File: src/rtl/uart_frame_rx_if.sv
// Byte stream in, framed payload and status out of uart_frame_rx.
// master drives bytes and clr; slave is the frame assembler.
interface uart_frame_rx_if #(
  parameter int NBYTES = 7
);
  logic                  rx_done;
  logic [7:0]            data_byte;
  logic                  clr;
  logic [8*NBYTES-1:0]   frame_data;
  logic                  frame_valid;
  logic                  frame_err;
  logic [1:0]            err_code;
  logic                  busy;
  logic [15:0]           good_cnt;
  logic [7:0]            err_cnt;

  modport master (
    output rx_done, data_byte, clr,
    input  frame_data, frame_valid, frame_err, err_code, busy, good_cnt, err_cnt
  );

  modport slave (
    input  rx_done, data_byte, clr,
    output frame_data, frame_valid, frame_err, err_code, busy, good_cnt, err_cnt
  );
endinterface

File: src/rtl/uart_frame_rx.sv
// Header-hunting byte-frame assembler with optional mod-256 checksum and inter-byte timeout.
// Result pulses one cycle after the final byte's strobe; no backpressure, accepts a byte every cycle.
module uart_frame_rx #(
  parameter int          NBYTES      = 7,
  parameter logic [7:0]  HEADER      = 8'hA5,
  parameter bit          CHECKSUM_EN = 1'b1,
  parameter int          TIMEOUT_CYC = 50000
) (
  input  logic           clk,
  input  logic           rst_n,
  uart_frame_rx_if.slave bus
);

  localparam int IW = (NBYTES > 1) ? $clog2(NBYTES) : 1;
  localparam int TW = $clog2(TIMEOUT_CYC);
  localparam logic [IW-1:0] LAST_IDX = IW'(NBYTES - 1);
  localparam logic [TW-1:0] TMAX     = TW'(TIMEOUT_CYC - 1);

  typedef enum logic [1:0] {
    IDLE    = 2'd0,
    PAYLOAD = 2'd1,
    CHECK   = 2'd2
  } state_t;

  state_t              state, state_nx;
  logic [IW-1:0]       idx;
  logic [7:0]          sum;
  logic [TW-1:0]       timer;
  logic [8*NBYTES-1:0] shadow, shadow_nx;
  logic                start, accept, commit, chk_err, tmo;

  always_ff @(posedge clk or negedge rst_n) begin
    if (!rst_n) state <= IDLE;
    else        state <= state_nx;
  end

  always_comb begin
    state_nx = state;
    start    = 1'b0;
    accept   = 1'b0;
    commit   = 1'b0;
    chk_err  = 1'b0;
    tmo      = 1'b0;
    if (bus.clr) begin
      state_nx = IDLE;
    end else begin
      unique case (state)
        IDLE: begin
          if (bus.rx_done && bus.data_byte == HEADER) begin
            start    = 1'b1;
            state_nx = PAYLOAD;
          end
        end
        PAYLOAD: begin
          // A header value here is payload; only the byte count ends this state.
          if (bus.rx_done) begin
            accept = 1'b1;
            if (idx == LAST_IDX) begin
              if (CHECKSUM_EN) begin
                state_nx = CHECK;
              end else begin
                state_nx = IDLE;
                commit   = 1'b1;
              end
            end
          end else if (timer == TMAX) begin
            tmo      = 1'b1;
            state_nx = IDLE;
          end
        end
        CHECK: begin
          if (bus.rx_done) begin
            state_nx = IDLE;
            if (bus.data_byte == sum) commit  = 1'b1;
            else                      chk_err = 1'b1;
          end else if (timer == TMAX) begin
            tmo      = 1'b1;
            state_nx = IDLE;
          end
        end
        default: state_nx = IDLE;
      endcase
    end
  end

  // Slot 0 lands in the MSBs so the first received byte leads frame_data.
  always_comb begin
    shadow_nx = shadow;
    if (accept) shadow_nx[8*(NBYTES-1-int'(idx)) +: 8] = bus.data_byte;
  end

  assign bus.busy = (state != IDLE);

  always_ff @(posedge clk or negedge rst_n) begin
    if (!rst_n) begin
      idx             <= '0;
      sum             <= '0;
      timer           <= '0;
      shadow          <= '0;
      bus.frame_data  <= '0;
      bus.frame_valid <= 1'b0;
      bus.frame_err   <= 1'b0;
      bus.err_code    <= 2'b00;
      bus.good_cnt    <= '0;
      bus.err_cnt     <= '0;
    end else begin
      bus.frame_valid <= commit;
      bus.frame_err   <= chk_err | tmo;
      if (bus.clr) begin
        idx          <= '0;
        sum          <= '0;
        timer        <= '0;
        bus.good_cnt <= '0;
        bus.err_cnt  <= '0;
        bus.err_code <= 2'b00;
      end else begin
        if (start) begin
          idx   <= '0;
          sum   <= '0;
          timer <= '0;
        end else if (accept) begin
          idx    <= idx + 1'b1;
          sum    <= sum + bus.data_byte;
          timer  <= '0;
          shadow <= shadow_nx;
        end else if (state != IDLE && !bus.rx_done && timer != TMAX) begin
          timer <= timer + 1'b1;
        end

        if (commit) begin
          bus.frame_data <= shadow_nx;
          bus.good_cnt   <= bus.good_cnt + 16'd1;
        end
        if (chk_err || tmo) begin
          bus.err_code <= tmo ? 2'b10 : 2'b01;
          if (bus.err_cnt != 8'hFF) bus.err_cnt <= bus.err_cnt + 8'd1;
        end
      end
    end
  end

endmodule
File: src/flat_wrapper.sv
// flat-port wrapper written by rule: the top's interface ports become plain ports
module uart_frame_rx_flat 
#(
  parameter int          NBYTES      = 7,
  parameter logic [7:0]  HEADER      = 8'hA5,
  parameter bit          CHECKSUM_EN = 1'b1,
  parameter int          TIMEOUT_CYC = 50000
)
  (clk, rst_n, bus_rx_done, bus_data_byte, bus_clr, bus_frame_data, bus_frame_valid, bus_frame_err, bus_err_code, bus_busy, bus_good_cnt, bus_err_cnt);
  uart_frame_rx_if #(.NBYTES(NBYTES)) bus_i ();
  input  logic clk;
  input  logic rst_n;
  input wire logic [$bits(bus_i.rx_done)-1:0] bus_rx_done;
  input wire logic [$bits(bus_i.data_byte)-1:0] bus_data_byte;
  input wire logic [$bits(bus_i.clr)-1:0] bus_clr;
  output wire logic [$bits(bus_i.frame_data)-1:0] bus_frame_data;
  output wire logic [$bits(bus_i.frame_valid)-1:0] bus_frame_valid;
  output wire logic [$bits(bus_i.frame_err)-1:0] bus_frame_err;
  output wire logic [$bits(bus_i.err_code)-1:0] bus_err_code;
  output wire logic [$bits(bus_i.busy)-1:0] bus_busy;
  output wire logic [$bits(bus_i.good_cnt)-1:0] bus_good_cnt;
  output wire logic [$bits(bus_i.err_cnt)-1:0] bus_err_cnt;
  assign bus_i.rx_done = bus_rx_done;
  assign bus_i.data_byte = bus_data_byte;
  assign bus_i.clr = bus_clr;
  assign bus_frame_data = bus_i.frame_data;
  assign bus_frame_valid = bus_i.frame_valid;
  assign bus_frame_err = bus_i.frame_err;
  assign bus_err_code = bus_i.err_code;
  assign bus_busy = bus_i.busy;
  assign bus_good_cnt = bus_i.good_cnt;
  assign bus_err_cnt = bus_i.err_cnt;
  uart_frame_rx #(.NBYTES(NBYTES), .HEADER(HEADER), .CHECKSUM_EN(CHECKSUM_EN), .TIMEOUT_CYC(TIMEOUT_CYC)) u_core (.clk(clk), .rst_n(rst_n), .bus(bus_i));
endmodule
File: config.mk
export PLATFORM = sky130hd
export DESIGN_NAME = uart_frame_rx_flat
export DESIGN_NICKNAME = d
export VERILOG_FILES = /design/src/rtl/uart_frame_rx_if.sv /design/src/rtl/uart_frame_rx.sv /design/src/flat_wrapper.sv
export SDC_FILE = /design/constraint.sdc
export NUM_CORES = 1
export LEC_CHECK = 0
export CORE_ASPECT_RATIO = 0.6
export CORE_MARGIN = 5
export CORE_UTILIZATION = 30
export DETAILED_ROUTE_END_ITERATION = 16
export SLEW_MARGIN = 20
export SYNTH_ARGS = -nofsm -noshare
export SYNTH_HDL_FRONTEND = slang
export SYNTH_SLANG_ARGS = --single-unit
export TNS_END_PERCENT = 1
File: constraint.sdc
create_clock -name clk -period 3.4 [get_ports clk]
set_input_delay 0.34 -clock clk [delete_from_list [all_inputs] [get_ports clk]]
set_output_delay 0.34 -clock clk [all_outputs]
set_load 0.1 [all_outputs]
==> results of run 1 <==
-- state kept, by name, summed over array words and instances, names as in the netlist --
name / flops
u_core.timer: 16
u_core.bus.err_cnt: 8
u_core.bus.err_code: 2
u_core.bus.frame_err: 1
u_core.bus.good_cnt: 16
u_core.bus.frame_data: 56
u_core.state: 2
u_core.idx: 3
u_core.bus.frame_valid: 1
u_core.shadow: 56
u_core.sum: 8
-- layout by cell type, fill, tap and decap left out, types with 9 or more instances in the layout --
cell type and count:
o21ai_0 56, nand2_1 89, xnor2_1 17, nand4_1 12
clkbuf_16 17, nor3_1 11, ha_1 21, nor2b_1 13
or3_1 9, inv_1 15, nand3_1 22, a22o_1 19
o21ai_1 15, xor2_1 10, dfrtp_1 169, and2_1 13
mux2i_1 55, clkdlybuf4s50_1 94, a21oi_1 27, buf_4 43
mux2_2 24, nor2_1 45
-- power by group through the flow --
stage                     logic, mW  registers, mW  clock network, mW
final                         0.730           2.15               2.04
after global routing          0.805           2.16               2.18
after CTS                     0.729           2.15               2.09
after detailed placement      0.724           2.19                  0
after global placement        0.716           2.19                  0
after floorplan               0.451           2.20                  0
-- routing by layer --
| layer | share of wire (%) | global-route usage (%) | vias up | routed length, µm |
|---|---|---|---|---|
| li1 | - | - | 3087 | - |
| met1 | 54 | 21.7 | 3090 | 11500 |
| met2 | 40 | 18.1 | 122 | 8500 |
| met3 | 5.0 | 3.75 | 14 | 1070 |
| met4 | 0.99 | 3.31 | 0 | 210 |
| met5 | 0 | 0 | - | 0 |
-- cell families (layout without fill, tap and decap cells) --
group           count (synthesis)  in the layout  share of synthesized area, %
simple gates                  275            275                          17.4
flops                         169            169                          50.6
compound gates                152            153                          11.7
mux                            87             87                          10.9
buf+inv                        55            188                          2.85
xor+xnor                       29             29                          3.13
fa+ha+maj                      22             22                          3.39
-- worst max-delay path, stage by stage (launching register included) --
cell,delay [ns]
dfrtp_1,0.43
ha_1,0.26
xor2_2,0.17
nand3_1,0.12
inv_1,0.06
ha_1,0.31
buf_4,0.15
nor3b_1,0.26
nor4b_1,0.47
and3_1,0.27
buf_4,0.19
mux2i_1,0.33
o21ai_0,0.12
-- repair_timing --
item                       4_1_cts  5_1_grt
gates resized for setup          1        2
gates cloned                     0        1
hold buffers                     1        0
hold endpoints to repair        43        0
pin swaps                        0        1
setup endpoints to repair       12       42
setup buffers                    0        4
-- metrics by stage --
step / hold WS, ns / std cells / cell area (µm²) / setup TNS (ns) / worst slack, ns
2_1_floorplan: 0.0444 / 789 / 8350 / 0 / 0.134
6_report: 0.399 / 1290 / 10600 / 0 / 0.117
3_5_place_dp: 0.315 / 1252 / 9910 / -0.0282 / -0.0227
3_3_place_gp: 0.309 / 1252 / 9910 / 0 / 0.00932
4_1_cts: 0.411 / 1285 / 10500 / 0 / 0.0707
5_1_grt: 0.445 / 1290 / 10600 / -0.00286 / -0.00286
-- area by class of cell --
| class | instances | share of cell area, % |
|---|---|---|
| multi-input cells | 566 | 37.0 |
| inverters | 15 | 0.532 |
| clock inverters | 14 | 1.68 |
| clock buffers | 18 | 4.06 |
| repair buffers | 141 | 12.4 |
| flip-flops and latches | 169 | 40.0 |
| well taps | 367 | 4.34 |
-- worst paths after layout --
kind,start,endpoint,slack (ns),cells past startpoint
min,rst_n,u_core.shadow[34],0.40,2
max,u_core.idx[0],u_core.bus.frame_data[2],0.12,12
min in group clk,u_core.bus.frame_data[19],u_core.bus.frame_data[19],0.48,2
max reg2reg,u_core.idx[0],u_core.bus.frame_data[2],0.12,12
min reg2reg,u_core.bus.frame_data[19],u_core.bus.frame_data[19],0.48,2
max in group asynchronous,rst_n,u_core.bus.err_cnt[3],2.00,3
==> results_dict.tcl, run 1 <==
set metrics [dict create \
    cellPowerDensity_mw_per_mm2 465 \
    finalCritPeriodShare_pct 96.6 \
    synth.most_common_cell "dfrtp_1" \
    cts_max_level 4 \
    p_clk_share_pct 41.5 \
    cp.arrival_ns 3.58 \
    ios 97 \
    ys_seq_elements 169 \
    synth.avg_cell_area_um2 10.6 \
    area_growth_pct 26.7 \
    fin_nets 944 \
    die_x_um 225 \
    first_global_vias 5980 \
    synth_edf_count 0 \
    critPathKind "reg2reg" \
    n_fill_cell 2700 \
    cp.required_ns 3.69 \
    grt_usage_pct 13.7 \
    clock_tree.root_cell "clkbuf_16" \
    die_y_um 139 \
    drv_cap 0 \
    synth_commonest_cells "dfrtp_1 (169), nand2_1 (89), o21ai_0 (56)" \
    cp-start-kind "flip-flop" \
    final_util_pct 38.4 \
    drive_above_1_share_pct 13.2 \
    internal_power_mw 3.47 \
    ir_drop_v 0.000294 \
    drc 0 \
    slew_viol_final 0 \
    dr.pass1.iters 5 \
    grt_max_degree 82 \
    grt.overflow.total 0 \
    drt_wl_total_um 21300 \
    finalPower_mw 4.92 \
    vias_per_cell 4.89 \
    cts_tree "done" \
    async_reset_ff_share_pct 100 \
    ys_seq_area_share_pct 50.6 \
    dpl.hpwl_um 15300 \
    via_count 6313 \
    die-area_mm2 0.0314 \
    setup_viol 0 \
    syn-num-nets 823 \
    wl_per_cell_um 16.5 \
    worstPathMaxFanout 8 \
    synth_top_area_share_pct 50.6 \
    grt_pass1_wl_um 34200 \
    clkTransAtPathRegs_ns 0.07 \
    synthCells 789 \
    clock_latency_ns 0.44 \
    skew_ns 0.0145 \
    syn-cell-area_mm2 0.00835 \
    sw_frac_of_total_pct 29.4 \
    p_sw_mw 1.45 \
    maxSlewHeadroom_pct 30.6 \
    place_congestion 0.858 \
    final_hold_viol_count 0 \
    clockBufferDepth 2 \
    period_needed_ns 3.28 \
    p_seq_share_pct 43.7 \
    synth_top_area_cell "dfrtp_1" \
    antenna_found_initial 0 \
    rows 47 \
    fp.coreArea_mm2 0.0275 \
    power_leakage_nw 4.62 \
    numCtsBuffers 17 \
    multiInputGateArea_mm2 0.00391 \
    netlist_top_cells_area "dfrtp_1 (51%), mux2i_1 (6.6%), nand2_1 (4.0%), o21ai_0 (3.4%), mux2_2 (3.2%)" \
    postRouteAntennaNets 0 \
    min_path_type "in2async" \
    pwr-share-comb_pct 14.8 \
    drt_iter0_drc 453 \
    tightestPinTransition_ns 1.04 \
    ys_types 63 \
    io_buffers 96 \
    cts.sinks 169 \
    synth_warnings 0 \
    max_freq_ghz 0.305 \
    cp-end-kind "flip-flop" \
    status "finished clean" \
    n_antenna_cell 0 \
    ys.flop_type "dfrtp_1" \
    initial_utilization_pct 30.3 \
    regArea_mm2 0.00423 \
]
No activity file was read; power rests on OpenSTA's default activity.
==> run 2, diff against run 1 <==
CORE_ASPECT_RATIO = 0.7   (was 0.6)
==> results_dict.tcl, run 2 (same netlist as run 1, synthesis figures left out) <==
set metrics [dict create \
    antenna_found_initial 1 \
    cp-start-kind "flip-flop" \
    fin_ws_ns 0.189 \
    final_hold_viol_count 0 \
    via_count 6280 \
    grt_usage_pct 13.6 \
    power_leakage_nw 4.57 \
    grt_max_degree 75 \
    pre_cts_ws_ns 0.172 \
    crit_path_start "u_core.idx[0]" \
    clkTransAtPathRegs_ns 0.07 \
    largestRegisters "u_core.bus.frame_data (56), u_core.shadow (56)" \
    first_global_vias 6020 \
    grt-busiest-layer "met1" \
    place_congestion 0.821 \
    ff2ff_setup_slack_ns 0.19 \
    rsz0062_at_grt "no" \
    cts_tree "done" \
    critPathKind "reg2reg" \
    n_antenna_cell 0 \
    drive_above_1_share_pct 12.8 \
    tightestPinTransition_ns 1.02 \
    finalSetupTns_ns 0 \
    postRouteAntennaNets 0 \
    cellPowerDensity_mw_per_mm2 455 \
    post-cts-setup-buffers 0 \
    vias_per_cell 4.87 \
    worstPathMaxFanout 16 \
    most-common-layout-cells "dfrtp_1 (169), clkdlybuf4s50_1 (94), nand2_1 (89), o21ai_0 (56), mux2i_1 (54)" \
    clock_tree.root_cell "clkbuf_16" \
    dr.pass1.iters 5 \
    cts_max_level 4 \
    die-area_mm2 0.0313 \
    grt.overflow.total 0 \
    ir_drop_v 0.000324 \
    max_freq_ghz 0.311 \
    drt_wl_total_um 21000 \
    numCtsBuffers 17 \
    dpl.hpwl_um 15400 \
    grtUsageMet3_pct 4.11 \
    use_met2_pct 19.1 \
    die_y_um 150 \
    rr_startpoint "u_core.idx[0]" \
    skew_ns 0.0126 \
    rows 51 \
    r2r-end "u_core.bus.frame_data[21]" \
    cp.arrival_ns 3.50 \
    grt_pass1_wl_um 33900 \
    finalCritPeriodShare_pct 94.4 \
    die_x_um 209 \
    clock_latency_ns 0.42 \
    drc 0 \
    status "finished clean" \
    ios 97 \
    wl_per_cell_um 16.3 \
    drv_cap 0 \
    initial_utilization_pct 30.2 \
    maxSlewHeadroom_pct 31.9 \
    fin_nets 940 \
    period_needed_ns 3.21 \
    grt_use_met1_pct 20.7 \
    io_buffers 96 \
    holdWs_ns 0.480 \
    min_path_type "reg2reg" \
    r2r_cells 13 \
    slew_viol_final 0 \
    final_common_cell "dfrtp_1" \
    area_growth_pct 25.9 \
    clockBufferDepth 2 \
    setup_viol 0 \
    cp-endpoint "u_core.bus.frame_data[21]" \
    cp.required_ns 3.69 \
    fp.coreArea_mm2 0.0276 \
    cp-end-kind "flip-flop" \
    cts.sinks 169 \
    drt_iter0_drc 415 \
]
-- run 2: cell types whose count changed in the layout (fill, tap and decap cells not counted), sizes merged --
cell,change
buf,-4
bufinv,-1
clkbuf,+1
clkinvlp,+1
inv,-1
-- run 2: final cells by class --
cell class,instances,area (µm²)
flip-flops and latches,169,4230
clock buffers,19,433
fillers,2691,17100
repair buffers,137,1280
clock inverters,13,133
multi-input cells,566,3920
inverters,15,56.3
well taps,371,464
-- run 2: what timing repair did --
action / CTS / global route
hold buffers: 1 / 0
hold endpoints to repair: 71 / 0
setup endpoints to repair: 0 / 37
gates resized for setup: 0 / 3
-- run 2: power breakdown --
group / internal (mW) / switching, mW / total [mW]
sequential: 2.10 / 0.0577 / 2.15
combinational: 0.256 / 0.469 / 0.725
clock: 1.03 / 0.868 / 1.90
total: 3.39 / 1.40 / 4.78
-- run 2: layer usage --
metal / vias up / wire length, µm / share of wire, %
met2: 139 / 8640 / 41
met3: 12 / 1210 / 5.8
met5: - / 0 / 0
met1: 3076 / 11000 / 53
met4: 0 / 116 / 0.55
li1: 3053 / - / -
-- run 2: per-stage QoR --
step	util [%]	instances	total power, mW	instance area (µm²)
after floorplan	-	789	2.65	8350
after global placement	35.9	1256	2.90	9910
after detailed placement	35.9	1256	2.91	9910
after CTS	38.0	1289	4.83	10500
after global routing	38.1	1290	5.01	10500
final	38.1	1290	4.78	10500
-- run 2: worst max-delay path: stages, from the launching register on --
cell	delay [ns]
dfrtp_1	0.43
ha_1	0.26
xor2_1	0.21
nand3_1	0.14
inv_1	0.08
ha_1	0.24
buf_4	0.20
nor4_1	0.29
buf_4	0.18
and4_1	0.27
and3b_1	0.22
buf_4	0.23
mux2i_1	0.23
o21ai_0	0.09
-- run 2: how the worst min path moves through the flow --
stage          slack, ns                      start                        end  cells past startpoint
6_report            0.48  u_core.bus.frame_data[48]  u_core.bus.frame_data[48]                      2
5_1_grt             0.50   u_core.bus.frame_data[7]   u_core.bus.frame_data[7]                      2
4_1_cts             0.49   u_core.bus.frame_data[4]   u_core.bus.frame_data[4]                      2
3_5_place_dp        0.43                      rst_n  u_core.bus.frame_data[18]                      1
3_3_place_gp        0.43                      rst_n  u_core.bus.frame_data[21]                      1
2_1_floorplan       0.04                      rst_n      u_core.bus.err_cnt[0]                      0
